File: config.mk
export PLATFORM = sky130hd
export DESIGN_NAME = fwd_scoreboard_unit_flat
export DESIGN_NICKNAME = d
export VERILOG_FILES = /design/src/rtl/fwd_pkg.sv /design/src/rtl/fwd_scoreboard_unit_if.sv /design/src/rtl/fwd_src_match.sv /design/src/rtl/fwd_scoreboard_unit.sv /design/src/flat_wrapper.sv
export SDC_FILE = /design/constraint.sdc
export NUM_CORES = 1
export LEC_CHECK = 0
export CAP_MARGIN = 20
export CORE_MARGIN = 2
export CORE_UTILIZATION = 44
export CTS_CLUSTER_SIZE = 16
export DETAILED_ROUTE_END_ITERATION = 7
export HOLD_SLACK_MARGIN = 0.06
export PLACE_DENSITY = 0.84
export SYNTH_ARGS = -nofsm -noshare
export SYNTH_HDL_FRONTEND = slang
export SYNTH_SLANG_ARGS = --single-unit
File: constraint.sdc
create_clock -name Clk -period 3.4 [get_ports Clk]
set_input_delay 0.68 -clock Clk [delete_from_list [all_inputs] [get_ports Clk]]
set_output_delay 0.68 -clock Clk [all_outputs]
set_load 0.03 [all_outputs]
File: src/rtl/fwd_pkg.sv
// Shared types and helpers for the EX-stage forwarding scoreboard.
// Latency: n/a (types and constants only).
// Backpressure: n/a.
package fwd_pkg;

    // Widest register address the tag can hold. Narrower REG_AW values are
    // zero-extended into the tag, so the unused upper bits are constant.
    localparam int FWD_RD_MAX_W = 8;

    // Forward-select value meaning "take the operand from the register file".
    localparam int FWD_SEL_RF = 0;

    // Destination tag carried by each tracked post-EX stage.
    typedef struct packed {
        logic                    v;   // stage holds a real instruction
        logic [FWD_RD_MAX_W-1:0] rd;  // destination register
        logic                    wr;  // writes the register file
        logic                    ld;  // is a load (data arrives late)
    } fwd_tag_t;

    // Width of one forward-select field: encodes 0 (RF) .. depth (stage).
    function automatic int sel_w(input int depth);
        return $clog2(depth + 1);
    endfunction

endpackage

File: src/rtl/fwd_scoreboard_unit_if.sv
// EX-side bundle between the pipeline control and the forwarding scoreboard.
// Latency: n/a (wires only); the scoreboard answers combinationally.
// Backpressure: Stall_ext freezes the scoreboard; Stall asks upstream to hold.
// master: pipeline control (drives EX info, consumes Fwd_sel/Stall/Stall_cnt).
// slave : fwd_scoreboard_unit.
interface fwd_scoreboard_unit_if
    import fwd_pkg::*;
#(
    parameter int REG_AW  = 5,
    parameter int NUM_SRC = 2,
    parameter int DEPTH   = 2,
    parameter int CNT_W   = 16
);
    localparam int SEL_W = sel_w(DEPTH);

    logic                       Stall_ext;
    logic                       Flush;
    logic                       EX_valid;
    logic [REG_AW-1:0]          EX_rd;
    logic                       EX_RegWrite;
    logic                       EX_MemRead;
    logic [NUM_SRC*REG_AW-1:0]  EX_src;
    logic [NUM_SRC-1:0]         EX_src_used;
    logic [NUM_SRC*SEL_W-1:0]   Fwd_sel;
    logic                       Stall;
    logic [CNT_W-1:0]           Stall_cnt;

    modport master (
        output Stall_ext, Flush, EX_valid, EX_rd, EX_RegWrite, EX_MemRead,
               EX_src, EX_src_used,
        input  Fwd_sel, Stall, Stall_cnt
    );

    modport slave (
        input  Stall_ext, Flush, EX_valid, EX_rd, EX_RegWrite, EX_MemRead,
               EX_src, EX_src_used,
        output Fwd_sel, Stall, Stall_cnt
    );
endinterface

File: src/rtl/fwd_src_match.sv
// Per-operand priority encoder: picks the youngest in-flight producer of src.
// Latency: combinational, zero cycles.
// Backpressure: none; need_stall flags a load whose data is not yet forwardable.
// Ports: src/used/ex_valid describe one EX operand, tags is the stage pipeline
// (index 1 = youngest), sel is 0 for RF or the stage number, need_stall is
// raised when the chosen producer is a load earlier than LOAD_READY_STAGE.
module fwd_src_match
    import fwd_pkg::*;
#(
    parameter int REG_AW           = 5,
    parameter int DEPTH            = 2,
    parameter int LOAD_READY_STAGE = 2,
    parameter int SEL_W            = 2
) (
    input  logic [REG_AW-1:0]    src,
    input  logic                 used,
    input  logic                 ex_valid,
    input  fwd_tag_t [DEPTH:1]   tags,
    output logic [SEL_W-1:0]     sel,
    output logic                 need_stall
);

    logic found;

    always_comb begin
        sel        = SEL_W'(FWD_SEL_RF);
        need_stall = 1'b0;
        found      = 1'b0;
        // Scan youngest first; the first hit decides both sel and stall, so an
        // older ready producer can never hide a younger unready load.
        for (int k = 1; k <= DEPTH; k++) begin
            if (!found && ex_valid && used && (src != '0) &&
                tags[k].v && tags[k].wr &&
                (tags[k].rd == FWD_RD_MAX_W'(src))) begin
                found      = 1'b1;
                sel        = SEL_W'(k);
                need_stall = tags[k].ld && (k < LOAD_READY_STAGE);
            end
        end
    end

endmodule

File: src/rtl/fwd_scoreboard_unit.sv
// Forwarding scoreboard: DEPTH-stage destination-tag shadow pipeline after EX,
// per-operand forward select and load-use stall.
// Latency: Fwd_sel/Stall combinational (zero cycles); tags advance one stage per edge.
// Backpressure: Stall_ext freezes all tags; Stall inserts a bubble into stage 1.
// Ports: Clk, Reset_n (async active-low), bus = fwd_scoreboard_unit_if.slave.
// Optional: define FWD_STALL_CNT_EN to build the saturating stall-cycle counter;
// otherwise Stall_cnt reads constant zero.
module fwd_scoreboard_unit
    import fwd_pkg::*;
#(
    parameter int REG_AW           = 5,
    parameter int NUM_SRC          = 2,
    parameter int DEPTH            = 2,
    parameter int LOAD_READY_STAGE = 2,
    parameter int CNT_W            = 16
) (
    input  logic                 Clk,
    input  logic                 Reset_n,
    fwd_scoreboard_unit_if.slave bus
);

    localparam int SEL_W = sel_w(DEPTH);

    if (REG_AW > FWD_RD_MAX_W) begin : g_rd_too_wide
        $error("REG_AW exceeds the register field of fwd_tag_t");
    end

    fwd_tag_t [DEPTH:1]          tags;
    fwd_tag_t                    ex_tag;
    logic [NUM_SRC-1:0]          need_stall;
    logic [NUM_SRC*SEL_W-1:0]    fwd_sel;
    logic                        stall;

    // A stalled or flushed EX instruction must not be tracked: it will either
    // be replayed next cycle or never write back.
    always_comb begin
        ex_tag = '0;
        if (bus.EX_valid && !stall && !bus.Flush) begin
            ex_tag.v  = 1'b1;
            ex_tag.rd = FWD_RD_MAX_W'(bus.EX_rd);
            ex_tag.wr = bus.EX_RegWrite;
            ex_tag.ld = bus.EX_MemRead;
        end
    end

    // Tag shift register; the oldest tag simply falls off stage DEPTH.
    always_ff @(posedge Clk or negedge Reset_n) begin
        if (!Reset_n) begin
            tags <= '0;
        end else if (!bus.Stall_ext) begin
            for (int k = DEPTH; k >= 2; k--) begin
                tags[k] <= tags[k-1];
            end
            tags[1] <= ex_tag;
        end
    end

    for (genvar i = 0; i < NUM_SRC; i++) begin : g_src
        fwd_src_match #(
            .REG_AW           (REG_AW),
            .DEPTH            (DEPTH),
            .LOAD_READY_STAGE (LOAD_READY_STAGE),
            .SEL_W            (SEL_W)
        ) u_match (
            .src        (bus.EX_src[i*REG_AW +: REG_AW]),
            .used       (bus.EX_src_used[i]),
            .ex_valid   (bus.EX_valid),
            .tags       (tags),
            .sel        (fwd_sel[i*SEL_W +: SEL_W]),
            .need_stall (need_stall[i])
        );
    end

    assign stall       = |need_stall;
    assign bus.Stall   = stall;
    assign bus.Fwd_sel = fwd_sel;

`ifdef FWD_STALL_CNT_EN
    logic [CNT_W-1:0] stall_cnt;

    // Counts edges on which the pipeline really lost a cycle to a load-use;
    // frozen cycles are not attributed to the hazard.
    always_ff @(posedge Clk or negedge Reset_n) begin
        if (!Reset_n) begin
            stall_cnt <= '0;
        end else if (stall && !bus.Stall_ext && (stall_cnt != {CNT_W{1'b1}})) begin
            stall_cnt <= stall_cnt + CNT_W'(1);
        end
    end

    assign bus.Stall_cnt = stall_cnt;
`else
    assign bus.Stall_cnt = {CNT_W{1'b0}};
`endif

endmodule

File: src/flat_wrapper.sv
// flat-port wrapper written by rule: the top's interface ports become plain ports
module fwd_scoreboard_unit_flat import fwd_pkg::*;
#(
    parameter int REG_AW           = 5,
    parameter int NUM_SRC          = 2,
    parameter int DEPTH            = 2,
    parameter int LOAD_READY_STAGE = 2,
    parameter int CNT_W            = 16
)
  (Clk, Reset_n, bus_Stall_ext, bus_Flush, bus_EX_valid, bus_EX_rd, bus_EX_RegWrite, bus_EX_MemRead, bus_EX_src, bus_EX_src_used, bus_Fwd_sel, bus_Stall, bus_Stall_cnt);
  fwd_scoreboard_unit_if #(.REG_AW(REG_AW), .NUM_SRC(NUM_SRC), .DEPTH(DEPTH), .CNT_W(CNT_W)) bus_i ();
  input  logic Clk;
  input  logic Reset_n;
  input wire logic [$bits(bus_i.Stall_ext)-1:0] bus_Stall_ext;
  input wire logic [$bits(bus_i.Flush)-1:0] bus_Flush;
  input wire logic [$bits(bus_i.EX_valid)-1:0] bus_EX_valid;
  input wire logic [$bits(bus_i.EX_rd)-1:0] bus_EX_rd;
  input wire logic [$bits(bus_i.EX_RegWrite)-1:0] bus_EX_RegWrite;
  input wire logic [$bits(bus_i.EX_MemRead)-1:0] bus_EX_MemRead;
  input wire logic [$bits(bus_i.EX_src)-1:0] bus_EX_src;
  input wire logic [$bits(bus_i.EX_src_used)-1:0] bus_EX_src_used;
  output wire logic [$bits(bus_i.Fwd_sel)-1:0] bus_Fwd_sel;
  output wire logic [$bits(bus_i.Stall)-1:0] bus_Stall;
  output wire logic [$bits(bus_i.Stall_cnt)-1:0] bus_Stall_cnt;
  assign bus_i.Stall_ext = bus_Stall_ext;
  assign bus_i.Flush = bus_Flush;
  assign bus_i.EX_valid = bus_EX_valid;
  assign bus_i.EX_rd = bus_EX_rd;
  assign bus_i.EX_RegWrite = bus_EX_RegWrite;
  assign bus_i.EX_MemRead = bus_EX_MemRead;
  assign bus_i.EX_src = bus_EX_src;
  assign bus_i.EX_src_used = bus_EX_src_used;
  assign bus_Fwd_sel = bus_i.Fwd_sel;
  assign bus_Stall = bus_i.Stall;
  assign bus_Stall_cnt = bus_i.Stall_cnt;
  fwd_scoreboard_unit #(.REG_AW(REG_AW), .NUM_SRC(NUM_SRC), .DEPTH(DEPTH), .LOAD_READY_STAGE(LOAD_READY_STAGE), .CNT_W(CNT_W)) u_core (.Clk(Clk), .Reset_n(Reset_n), .bus(bus_i));
endmodule
==> impl_metrics.json, run 1 <==
{
  "critical_path.top_delay_family": "buffers and inverters",
  "netlist_instances": 102,
  "timing.critical_path.arrival_ps": 2520,
  "worst-r2r-setup-slack_ps": 1740,
  "cp.buffers_inverters": 2,
  "floorplan.initialDensity": 0.458,
  "cap_viol_max_count": 0,
  "critical_path.startpoint_type": "input port",
  "design_power_total_uw": 415,
  "reg2reg_from": "u_core.tags[2]$_DFFE_PN0N_",
  "critical_path.max_fanout": 3,
  "place.detailed.hpwl_mm": 1.78,
  "layout.cell_area.non_filler_sq_um": 1340,
  "first_pass_iters": 4,
  "dr_total_vias": 799,
  "setup_slack_ps": 196,
  "worst_hold_path.endpoint": "u_core.tags[10]$_DFFE_PN0N_",
  "final_core_utilization": 0.613,
  "end_kind": "output port",
  "cellLeakagePower_nw": 0.618,
  "ir_drop_mv": 0.214,
  "overflow": 0,
  "h_tree_depth": 1,
  "top_register": "u_core.tags",
  "yosys_warns": 0,
  "yosys.cell_types.count": 19,
  "die_x_microns": 51.8,
  "global_route_wire_length_before_repair_mm": 3.57,
  "dp_worst_setup_slack_ps": -39.8,
  "die_h_microns": 51.8,
  "timing.hold.worst.class": "reg2reg",
  "worst_pin_slew_ps": 808,
  "cellPowerDensity_nw_per_um2": 309,
  "crit_required_ps": 2720,
  "m1WireLength_mm": 1.02,
  "drt_iter0_markers": 4,
  "grtUsageTotal": 0.183,
  "synth_sequential_area_ratio": 0.374,
  "grt_antenna_before_repair": 0,
  "syn-mean-instance-area_sq_um": 9.84,
  "area_of_the_mapped_netlist_sq_um": 1000,
  "fin_worst_skew_ps": 2.21,
  "timing.setup.critical_path_class": "in2out",
  "gp_congestion": 0.832,
  "drcViolationCount": 0,
  "finalSetupViolCount": 0,
  "worstHoldPathCells": 2,
  "cp_slowest_cell": "sky130_fd_sc_hd__or4_1",
  "rsz0062_at_grt": "false",
  "final_hold_viol_count": 0,
  "largest_net_degree_at_the_start_of_global_routing": 17,
  "largest_register_ffs": 15,
  "clock_tree_from_tritoncts": "built",
  "nets": 166,
  "final_layout_size_suffix_gt1_frac": 0.199,
  "cts.path.max_buffers": 2,
  "slew_headroom": 0.460,
  "path_clk_slew_ps": 90,
  "r2r_end": "u_core.tags[1]$_DFFE_PN0N_",
  "io_buffers": 28,
  "ys_seq_elements": 15,
  "fp.dieArea_sq_um": 2680,
  "n_diodes": 0,
  "timing.fmax_mhz": 312,
  "placeableCoreArea_sq_um": 2190,
  "detailroute.wirelength.met3_microns": 160,
  "largest_incremental_delay_on_the_critical_path_ps": 540,
  "maxUsedRoutingLayer": "met4",
  "final-max-slew-violation-count": 0,
  "grt_pass1_vias": 834,
  "routedWlPerCell_microns": 13.0,
  "clockRootBuffer": "sky130_fd_sc_hd__clkbuf_4",
  "outcome": "complete, no violations",
  "timing.final.crit_share": 0.942,
  "clk_latency_ps": 280,
  "cts_num_sinks": 15,
  "met2_length_microns": 998,
  "detail_route.wirelength_mm": 2.20,
  "hp-start": "u_core.tags[10]$_DFFE_PN0N_",
  "top_regs": "u_core.tags x15",
  "detail_route.vias_per_cell": 4.73,
  "detailed_place.area_sq_um": 1320,
  "row_count": 17,
  "tritoncts.num_buffers": 3,
  "area_growth_pct": 33.9,
  "critical_path.cell_chain": "clkdlybuf4s50_1, or4_1, o211ai_2, nor4_2, o21a_4, dlygate4sd2_1",
  "io_pins": 45,
  "final.hold.worst_slack_ps": 537,
  "worst-r2r-cell-count": 6,
  "final_antenna_net_count": 0,
  "period_minus_slack_ps": 3200
}
-- Yosys cell counts --
cell,instances,share of area
sky130_fd_sc_hd__conb_1,1,0.0037
sky130_fd_sc_hd__nor3b_1,1,0.0075
sky130_fd_sc_hd__nor3_1,2,0.010
sky130_fd_sc_hd__clkbuf_1,2,0.0075
sky130_fd_sc_hd__or4_1,2,0.015
sky130_fd_sc_hd__mux2_2,7,0.079
sky130_fd_sc_hd__o21ai_1,7,0.035
sky130_fd_sc_hd__nor4_1,2,0.012
sky130_fd_sc_hd__o21a_4,1,0.015
sky130_fd_sc_hd__nor4_2,2,0.025
sky130_fd_sc_hd__nand4_1,4,0.025
sky130_fd_sc_hd__dfrtp_1,15,0.37
sky130_fd_sc_hd__o211ai_2,2,0.025
sky130_fd_sc_hd__inv_1,1,0.0037
sky130_fd_sc_hd__xnor2_1,10,0.087
sky130_fd_sc_hd__xor2_1,10,0.087
sky130_fd_sc_hd__nand2_1,16,0.060
sky130_fd_sc_hd__o21ai_2,1,0.0087
sky130_fd_sc_hd__buf_4,16,0.12
-- kinds of logic after synthesis --
| kind of cell | Yosys count | synth area share |
|---|---|---|
| AO/OA/AOI/OAI | 11 | 0.0835 |
| XOR/XNOR | 20 | 0.175 |
| buffers and inverters | 19 | 0.131 |
| flip-flops | 15 | 0.374 |
| multiplexers | 7 | 0.0786 |
| other | 1 | 0.00374 |
| AND/OR/NAND/NOR | 29 | 0.155 |
-- layer usage --
layer	vias to the layer above	GRT usage
met3	4	0.0259
met4	0	0.0789
met5	-	0
met1	360	0.237
li1	393	-
met2	42	0.306
-- worst max-delay path by stage --
stage	start	end	slack [ps]	cells past startpoint
after global routing	bus_EX_src[0]	bus_Fwd_sel[0]	110	6
after floorplan	bus_EX_src[8]	bus_Fwd_sel[3]	480	4
after detailed placement	bus_EX_src[0]	bus_Fwd_sel[0]	-40	6
final	bus_EX_src[9]	bus_Stall	200	6
after CTS	bus_EX_src[9]	bus_Fwd_sel[2]	40	6
after global placement	bus_EX_src[9]	bus_Stall	0.2	6
-- layout make-up --
type	count	area, sq um
fill	185	847
sequential	15	375
multi-input combinational	83	553
inverter	1	3.75
tap	28	35.0
clock buffer	4	26.3
timing repair buffer	38	350
-- metrics by stage --
| step | instances | setup TNS, ps |
|---|---|---|
| detailed placement | 165 | -77.1 |
| global placement | 165 | 0 |
| CTS | 169 | 0 |
| finish | 169 | 0 |
| floorplan | 117 | 0 |
| global route | 169 | 0 |
-- where the power goes --
group | internal (mW) | switching, mW
Combinational | 0.0535 | 0.0567
Clock | 0.0455 | 0.0541
Sequential | 0.190 | 0.0146
-- worst min-delay path: cells and delay by family (launching register included) --
kind,cells,cell delay (ps)
DFF,1,380
AOI/OAI and AO/OA,1,60
and+or+nand+nor,1,60
-- cells in the final DEF, fill, tap and decap left out, types with 3 or more instances in the layout --
master and n:
sky130_fd_sc_hd__mux2_2 7, sky130_fd_sc_hd__o21ai_1 7, sky130_fd_sc_hd__xor2_1 10, sky130_fd_sc_hd__dfrtp_1 15, sky130_fd_sc_hd__xnor2_1 10, sky130_fd_sc_hd__clkbuf_4 3, sky130_fd_sc_hd__conb_1 16, sky130_fd_sc_hd__nand4_1 4
sky130_fd_sc_hd__clkdlybuf4s50_1 23, sky130_fd_sc_hd__buf_4 12, sky130_fd_sc_hd__nand2_1 16
-- repair_timing --
| action | in CTS | in global routing |
|---|---|---|
| pin swaps | 0 | 0 |
| setup buffers | 0 | 0 |
| hold buffers | 0 | 0 |
| gates resized for setup | 2 | 1 |
| setup endpoints to repair | 2 | 1 |
Note: power is estimated with default switching activity, not from simulation.
==> run 2, diff against run 1 <==
--- a/config.mk
+++ b/config.mk
@@ -6,12 +6,15 @@
 export NUM_CORES = 1
 export LEC_CHECK = 0
 export CAP_MARGIN = 20
+export CORE_ASPECT_RATIO = 1.4
 export CORE_MARGIN = 2
 export CORE_UTILIZATION = 44
 export CTS_CLUSTER_SIZE = 16
 export DETAILED_ROUTE_END_ITERATION = 7
 export HOLD_SLACK_MARGIN = 0.06
 export PLACE_DENSITY = 0.84
+export SKIP_LAST_GASP = 1
+export SLEW_MARGIN = 20
 export SYNTH_ARGS = -nofsm -noshare
 export SYNTH_HDL_FRONTEND = slang
 export SYNTH_SLANG_ARGS = --single-unit
==> impl_metrics.json, run 2 (synthesis gave the netlist of run 1 again) <==
{
  "worst-r2r-setup-slack_ps": 1680,
  "timing.critical_path.arrival_ps": 2660,
  "post_cts.repair.setup_buffers": 0,
  "grtUsageTotal": 0.207,
  "row_count": 20,
  "final_antenna_net_count": 0,
  "gp_congestion": 0.953,
  "netSwitchingPower_uw": 133,
  "finalSetupViolCount": 0,
  "setup_slack_ps": 57.1,
  "cts_num_sinks": 15,
  "cts.path.max_buffers": 2,
  "reg2reg_from": "u_core.tags[3]$_DFFE_PN0N_",
  "nFillCells": 171,
  "dr_total_vias": 838,
  "final_layout_size_suffix_gt1_frac": 0.217,
  "worst_hold_path.endpoint": "u_core.tags[0]$_DFFE_PN0N_",
  "largest_net_degree_at_the_start_of_global_routing": 17,
  "first_pass_iters": 4,
  "clock_power_share": 0.244,
  "placeableCoreArea_sq_um": 2180,
  "fp.dieArea_sq_um": 2680,
  "tritoncts.num_buffers": 3,
  "timing.fmax_mhz": 299,
  "grt_pass1_vias": 883,
  "routedWlPerCell_microns": 14.6,
  "ir_drop_mv": 0.178,
  "sequential_cell_area_sq_um": 375,
  "cp_slowest_cell": "sky130_fd_sc_hd__clkdlybuf4s50_1",
  "detail_route.vias_per_cell": 5.08,
  "place.detailed.hpwl_mm": 1.96,
  "top_register": "u_core.tags",
  "design_power_total_uw": 423,
  "cp.buffers_inverters": 2,
  "grt_antenna_before_repair": 0,
  "timing.hold.worst.class": "reg2reg",
  "final_common_cell": "sky130_fd_sc_hd__clkdlybuf4s50_1",
  "critical_path.cell_chain": "clkdlybuf4s50_1, xnor2_1, nand4_1, nor4_2, clkdlybuf4s50_1",
  "final_core_utilization": 0.620,
  "cellLeakagePower_nw": 0.611,
  "detail_route.wirelength_mm": 2.40,
  "outcome": "complete, no violations",
  "overflow": 0,
  "resized_cells_post_cts": 2,
  "clk_latency_ps": 290,
  "worstHoldPathCells": 2,
  "switching_share": 0.315,
  "top_regs": "u_core.tags x15",
  "nets": 168,
  "io_buffers": 28,
  "timing.setup.critical_path_class": "in2out",
  "io_pins": 45,
  "critical_path.top_delay_family": "buffers and inverters",
  "share_comb_of_total_power": 0.276,
  "h_tree_depth": 1,
  "clock_tree_from_tritoncts": "built",
  "die_x_microns": 44.4,
  "fin_worst_skew_ps": 3.79,
  "largest_register_ffs": 15,
  "timing.final.crit_share": 0.983,
  "critical_path.max_fanout": 3,
  "cpMostUsedCell": "sky130_fd_sc_hd__clkdlybuf4s50_1",
  "n_diodes": 0,
  "most-common-layout-cells": "sky130_fd_sc_hd__clkdlybuf4s50_1 (24), sky130_fd_sc_hd__nand2_1 (16), sky130_fd_sc_hd__conb_1 (16), sky130_fd_sc_hd__dfrtp_1 (15), sky130_fd_sc_hd__buf_4 (14)",
  "cap_viol_max_count": 0,
  "share_seq_of_total_power": 0.481,
  "r2r_end": "u_core.tags[2]$_DFFE_PN0N_",
  "drcViolationCount": 0,
  "end_kind": "output port",
  "area_used_by_multi_input_combinational_logic_sq_um": 553,
  "global_route_wire_length_before_repair_mm": 3.82,
  "worst_pin_slew_ps": 661,
  "final_hold_viol_count": 0,
  "path_clk_slew_ps": 90,
  "rsz0062_at_grt": "false",
  "die_h_microns": 60.5,
  "cellPowerDensity_nw_per_um2": 313,
  "worst-r2r-cell-count": 6,
  "slew_headroom": 0.558,
  "hp-start": "u_core.tags[0]$_DFFE_PN0N_",
  "cts_hold_buffers": 0,
  "drt_iter0_markers": 16,
  "crit_required_ps": 2720,
  "largest_incremental_delay_on_the_critical_path_ps": 750,
  "period_minus_slack_ps": 3340,
  "floorplan.initialDensity": 0.461,
  "clockRootBuffer": "sky130_fd_sc_hd__clkbuf_4",
  "internal-power_uw": 290,
  "final-max-slew-violation-count": 0,
  "dp_worst_setup_slack_ps": -76.6,
  "area_growth_pct": 34.5,
  "critical_path.startpoint_type": "input port"
}
run 2: cell count changes in the layout (fill, tap and decap cells not counted):
cell                              change
sky130_fd_sc_hd__clkdlybuf4s50_1      +1
sky130_fd_sc_hd__clkinv_2             +1
sky130_fd_sc_hd__dlymetal6s2s_1       -1
sky130_fd_sc_hd__buf_4                +2
sky130_fd_sc_hd__clkbuf_1             -1
run 2: worst max path at each step:
stage	slack (ps)	start	to	cells past startpoint
floorplan	480	bus_EX_src[8]	bus_Fwd_sel[3]	4
global placement	-40	bus_EX_src[9]	bus_Stall	6
detailed placement	-80	bus_EX_src[9]	bus_Stall	6
CTS	50	bus_EX_src[6]	bus_Fwd_sel[2]	5
global route	0.9	bus_EX_src[7]	bus_Fwd_sel[2]	5
finish	60	bus_EX_src[6]	bus_Fwd_sel[2]	5
run 2: layout make-up:
type                    instances  area share
clock buffers                   3      0.0167
clock inverters                 1     0.00371
inverters                       1     0.00278
multi-input cells              83       0.410
flip-flops and latches         15       0.278
well taps                      22      0.0204
repair buffers                 40       0.269
run 2: power by group through the flow:
stage               sequential (mW)  combinational (mW)  clock [mW]
finish                        0.203               0.117       0.103
global route                  0.205               0.126       0.112
CTS                           0.203               0.117       0.105
detailed placement            0.207               0.116           0
global placement              0.206               0.112           0
floorplan                     0.204              0.0773           0
run 2: per-layer routing:
layer	wire, microns	track usage
met4	96	0.165
met2	1320	0.391
met1	852	0.196
met5	0	0
met3	131	0.0238
run 2: worst min-delay path: cells and delay by family (launching register included):
kind | cells | cell delay, ps
AOI/OAI and AO/OA | 1 | 60
and+or+nand+nor | 1 | 60
DFF | 1 | 370
run 2: metrics by stage:
stage	setup TNS, ps	hold slack, ps	area (sq um)	cells
5_1_grt	0	559	1350	165
2_1_floorplan	0	384	1060	117
3_3_place_gp	-42.6	496	1330	161
4_1_cts	0	531	1350	165
6_report	0	528	1350	165
3_5_place_dp	-76.6	511	1330	161
